## src/rtl/shifter_pipe_flags.sv

```systemverilog
// Pipelined barrel shifter/rotator with run-time mode, carry/zero/illegal-mode flags
// and valid/ready handshakes on both sides.
module shifter_pipe_flags #(
  parameter int  DATA_WIDTH     = 32,
  parameter int  STAGES_PER_REG = 1,
  parameter int  TAG_WIDTH      = 4,
  localparam int AMT_WIDTH      = $clog2(DATA_WIDTH)
) (
  input  logic                  clock,
  input  logic                  reset,
  input  logic                  in_valid,
  output logic                  in_ready,
  input  logic [DATA_WIDTH-1:0] dataA,
  input  logic [AMT_WIDTH-1:0]  shiftAmount,
  input  logic [2:0]            mode,
  input  logic [TAG_WIDTH-1:0]  in_tag,
  output logic                  out_valid,
  input  logic                  out_ready,
  output logic [DATA_WIDTH-1:0] result,
  output logic                  carry,
  output logic                  zero,
  output logic                  mode_err,
  output logic [TAG_WIDTH-1:0]  out_tag
);

  localparam logic [2:0] MODE_LSL = 3'd0;
  localparam logic [2:0] MODE_ROL = 3'd1;
  localparam logic [2:0] MODE_LSR = 3'd2;
  localparam logic [2:0] MODE_ASR = 3'd3;
  localparam logic [2:0] MODE_ROR = 3'd4;

  typedef struct packed {
    logic [DATA_WIDTH-1:0] data;
    logic [AMT_WIDTH-1:0]  amt;
    logic [2:0]            mode;
    logic [TAG_WIDTH-1:0]  tag;
    logic                  valid;
    logic                  cand;
  } stage_t;

  // Handshake: a transfer happens on a rising edge where valid && ready are both 1.
  // Every stage advances together on adv; when adv=0 all stages hold their contents.
  logic   adv;
  stage_t in_bus;
  stage_t stg_out [AMT_WIDTH];
  stage_t fin;

  logic                  out_valid_q;
  logic [DATA_WIDTH-1:0] result_q;
  logic                  carry_q;
  logic                  mode_err_q;
  logic [TAG_WIDTH-1:0]  tag_q;
  logic                  carry_d;
  logic                  mode_err_d;

  assign adv      = !out_valid_q || out_ready;
  assign in_ready = adv || !reset;

  assign in_bus = '{data: dataA, amt: shiftAmount, mode: mode, tag: in_tag,
                    valid: in_valid, cand: 1'b0};

  for (genvar k = 0; k < AMT_WIDTH; k++) begin : g_stage
    localparam int DIST    = 1 << k;
    localparam bit HAS_REG = (((k + 1) % STAGES_PER_REG) == 0) && (k != AMT_WIDTH - 1);

    stage_t s_in;
    stage_t s_sh;

    if (k == 0) begin : g_head
      assign s_in = in_bus;
    end else begin : g_tail
      assign s_in = stg_out[k-1];
    end

    // cand tracks the last bit pushed out by a plain shift; rotates resolve carry at the end.
    always_comb begin
      s_sh = s_in;
      if (s_in.amt[k]) begin
        case (s_in.mode)
          MODE_LSL: begin
            s_sh.data = s_in.data << DIST;
            s_sh.cand = s_in.data[DATA_WIDTH-DIST];
          end
          MODE_LSR: begin
            s_sh.data = s_in.data >> DIST;
            s_sh.cand = s_in.data[DIST-1];
          end
          MODE_ASR: begin
            s_sh.data = $signed(s_in.data) >>> DIST;
            s_sh.cand = s_in.data[DIST-1];
          end
          MODE_ROL: s_sh.data = (s_in.data << DIST) | (s_in.data >> (DATA_WIDTH - DIST));
          MODE_ROR: s_sh.data = (s_in.data >> DIST) | (s_in.data << (DATA_WIDTH - DIST));
          default:  s_sh.data = s_in.data;
        endcase
      end
    end

    if (HAS_REG) begin : g_reg
      stage_t s_q;
      always_ff @(posedge clock) begin
        if (!reset) begin
          s_q.valid <= 1'b0;
        end else if (adv) begin
          s_q <= s_sh;
        end
      end
      assign stg_out[k] = s_q;
    end else begin : g_wire
      assign stg_out[k] = s_sh;
    end
  end

  assign fin = stg_out[AMT_WIDTH-1];

  always_comb begin
    carry_d    = fin.cand;
    mode_err_d = (fin.mode > MODE_ROR);
    if (fin.mode == MODE_ROL) begin
      carry_d = (|fin.amt) & fin.data[0];
    end else if (fin.mode == MODE_ROR) begin
      carry_d = (|fin.amt) & fin.data[DATA_WIDTH-1];
    end
  end

  // Payload only loads with a valid operation so presented values persist across bubbles.
  always_ff @(posedge clock) begin
    if (!reset) begin
      out_valid_q <= 1'b0;
      result_q    <= '0;
      carry_q     <= 1'b0;
      mode_err_q  <= 1'b0;
      tag_q       <= '0;
    end else if (adv) begin
      out_valid_q <= fin.valid;
      if (fin.valid) begin
        result_q   <= fin.data;
        carry_q    <= carry_d;
        mode_err_q <= mode_err_d;
        tag_q      <= fin.tag;
      end
    end
  end

  assign out_valid = out_valid_q;
  assign result    = result_q;
  assign carry     = carry_q;
  assign zero      = (result_q == '0);
  assign mode_err  = mode_err_q;
  assign out_tag   = tag_q;

endmodule

```

## config.mk

```make
export PLATFORM = sky130hd
export DESIGN_NAME = shifter_pipe_flags
export DESIGN_NICKNAME = d
export VERILOG_FILES = /design/src/rtl/shifter_pipe_flags.sv
export SDC_FILE = /design/constraint.sdc
export NUM_CORES = 1
export LEC_CHECK = 0
export ABC_AREA = 0
export CAP_MARGIN = 25
export CORE_MARGIN = 5
export CORE_UTILIZATION = 39
export DETAILED_ROUTE_END_ITERATION = 8
export PLACE_DENSITY = 0.64
export SYNTH_ARGS = -nofsm -noshare
export SYNTH_HDL_FRONTEND = slang
export SYNTH_SLANG_ARGS = --single-unit
```

## constraint.sdc

```tcl
create_clock -name clock -period 12.25 [get_ports clock]
set_input_delay 2.45 -clock clock [delete_from_list [all_inputs] [get_ports clock]]
set_output_delay 2.45 -clock clock [all_outputs]
set_load 0.03 [all_outputs]
```

==> metrics.cfg <==
[outcome]
outcome = completed

[timing]
final.setup.tns_ns = 0
relSlewSlack_pct = 28.0
finalMaxSlewViolations = 0
worst_slew_pin_slew_ns = 1.08
period_minus_slack_ns = 6.66
clock_skew_ns = 0.00609
worst_slack_ns = 5.59
max_freq_mhz = 150
rsz0062_at_grt = false
finalSetupViolCount = 0
finalCritPeriodShare_pct = 54.4
hold_violations = 0

[setup_path]
r2r_setup_slack_ns = 9.78
critPathLaunchType = primary input
crit_path_max_incr_delay_ns = 0.59
crit_top_cell = clkdlybuf4s50_1
crit_start = reset
endpoint = in_ready
path_cells = clkdlybuf4s50_1 > buf_4 > and2_1 > inv_1 > clkdlybuf4s50_1
worstSetupPathType = in2out
cpMaxStageDelayCell = clkdlybuf4s50_1
reg2reg_to = g_stage[3].g_reg.s_q[15]
reg2regPathDepth = 4
worstPathMaxFanout = 44
arrival_ns = 4.21
end_kind = output port
required_ns = 9.80
r2r_start = g_stage[2].g_reg.s_q[7]

[detailed_routing]
drt_iter0_drc = 747
wl_mm = 21.7
ant_nets = 0
routed_via_density = 5.55
num_vias = 7404
firstDrtPassIters = 6
wl_per_cell_um = 16.2
drc = 0

[cts]
clock-sinks = 223
hold_buffers = 0
post_cts_buffers = 0
cts_tree = done
clockRootBuffer = clkbuf_16
clock_path_buffers = 3
cts_max_level = 1
clk_pin_slew_ns = 0.06
cts_resized = 0
cts_buffers = 26
clock_latency_ns = 0.52

[layout]
final_util_pct = 47.0
area_growth_pct = 19.0
seq_area_um2 = 6270
final_nets = 1030
diodes = 0
nFillCells = 2382
drive_gt1_share_pct = 6.80
multi_input_area_um2 = 3610

[die]
io_pins = 89
initial_core_util_pct = 39.5
row_count = 59
coreArea_um2 = 25900
die_area_um2 = 29600
die_h_um = 172
die_x_um = 172

[placement]
dpl.hpwl_mm = 14.7
dp_slack_ns = 5.59
portBuffers = 88
gp_congestion = 0.835

[yosys]
synthesis.instances = 925
synth_edf_count = 180
synth_top_family_by_area = compound AO/OA/AOI/OAI gates
synth_xor_area_share_pct = 0
synthSimpleGateAreaFrac_pct = 12.4
synth_compound_area_share_pct = 22.1
synth_seq_cells = 223
syn-num-nets = 973
syn_area_um2 = 10200
synth.area.mux_share_pct = 0.514
synthAdderAreaFrac_pct = 0
yosys_warnings = 0
synth_flop_cell = edfxtp_1
ys_seq_area_share_pct = 61.3
syn_avg_cell_area_um2 = 11.1
synth-async-reset-ratio_pct = 0
yosysUniqueCellTypes = 49

[min_path]
hold_class = reg2reg
worstHoldStart = g_stage[1].g_reg.s_q[10]

[power]
vdd.ir_drop.worst_mv = 0.115
p_comb_share_pct = 9.8
p_int_w = 0.00141
power_frac_seq_pct = 50.6
powerDensity_nw_per_um2 = 152
switchingPower_w = 0.000437
sw_frac_of_total_pct = 23.7
p_leak_nw = 4.25
p_clk_share_pct = 39.7

[global_routing]
track_usage_pct = 14.5
grt_pass1_wl_mm = 35.7
grt_max_degree = 185
antenna_found_initial = 0
overflow = 0
grt_pass1_vias = 6837

[flow_run]
drv_cap = 0

## power groups by stage
stage / logic [W] / registers, W / clock network [W]
4_1_cts: 0.000177 / 0.000931 / 0.000756
3_5_place_dp: 0.000176 / 0.000947 / 0
2_1_floorplan: 0.000126 / 0.000939 / 0
5_1_grt: 0.000202 / 0.000938 / 0.000789
6_report: 0.000180 / 0.000933 / 0.000732
3_3_place_gp: 0.000173 / 0.000946 / 0
## kinds of logic after synthesis
family	after synthesis
AND/OR/NAND/NOR	302
AO/OA/AOI/OAI	315
buffers and inverters	80
flip-flops	223
multiplexers	5
## placed cells by master (no fill, tap or decap), types with 9 or more instances in the layout
cell	n
a21oi_1	22
a221oi_1	55
a221oi_2	10
a22oi_1	73
buf_4	9
clkbuf_16	27
clkdlybuf4s50_1	88
dfxtp_1	43
edfxtp_1	180
inv_1	9
nand2_1	91
nand3_1	19
nor2_1	150
o21ai_0	79
o21ai_1	13
o22a_1	12
o31ai_1	16
## flip-flops by register name (all words and copies together) (netlist names)
signal / cells
g_stage.g_reg.s_q: 171
fin: 13
out_tag: 4
mode_err: 1
out_valid: 1
result: 32
carry: 1
## synthesized netlist by cell type, types with 2 or more instances
cell type,number,share of area [%]
edfxtp_1,180,53
nor2_1,150,5.5
nand2_1,91,3.3
o21ai_0,79,3.9
a22oi_1,73,5.4
a221oi_1,55,4.7
clkbuf_1,43,1.6
dfxtp_1,43,8.4
a21oi_1,22,1.1
buf_2,21,1.0
nand3_1,19,0.93
o31ai_1,16,1.2
o21ai_1,14,0.69
o22a_1,12,1.0
a221oi_2,10,1.5
inv_1,9,0.33
nor2b_1,9,0.55
nor4_1,8,0.49
and2_1,6,0.37
nand2b_1,6,0.37
a21boi_0,5,0.37
a22o_1,5,0.43
a32oi_1,5,0.43
nand4_1,4,0.24
a2bb2oi_1,3,0.26
buf_6,3,0.33
mux2i_1,3,0.29
nor4b_1,3,0.26
o211ai_1,3,0.22
a221o_1,2,0.20
and3_1,2,0.12
buf_4,2,0.15
mux2_2,2,0.22
o22ai_1,2,0.12
## per-layer routing
metal / GRT usage, % / share of wire, %
met1: 20.1 / 45
met2: 23.0 / 45
met3: 2.40 / 6.0
met4: 5.43 / 3.6
met5: 0 / 0
## critical path, delay by kind of cell
family                 cells  cell delay [ns]
AND/OR/NAND/NOR            1             0.28
buffers and inverters      4             1.47
## metrics by stage
| step | cells | total power [W] | hold slack, ns | instance area, µm² |
|---|---|---|---|---|
| final | 1335 | 0.00184 | 0.417 | 12200 |
| after global routing | 1335 | 0.00193 | 0.422 | 12200 |
| after CTS | 1333 | 0.00186 | 0.420 | 12100 |
| after detailed placement | 1287 | 0.00112 | 0.405 | 11300 |
| after global placement | 1286 | 0.00112 | 0.402 | 11300 |
| after floorplan | 925 | 0.00106 | 0.400 | 10200 |
## cell type report
cell class                 count  area share [%]
multi-input combinational    622            29.6
timing repair buffer         100            8.35
tap                          335            3.44
clock buffer                  31            5.76
inverter                       9           0.278
clock inverter                15            1.05
sequential                   223            51.5
## how the worst min path moves through the flow
| stage | end | slack (ns) | cells after the start |
|---|---|---|---|
| floorplan | fin[10] | 0.40 | 0 |
| global placement | fin[5] | 0.40 | 0 |
| detailed placement | g_stage[2].g_reg.s_q[10] | 0.40 | 0 |
| CTS | g_stage[1].g_reg.s_q[4] | 0.42 | 0 |
| global route | g_stage[2].g_reg.s_q[2] | 0.42 | 0 |
| finish | g_stage[2].g_reg.s_q[10] | 0.42 | 0 |
(Power assumes the default switching activity.)
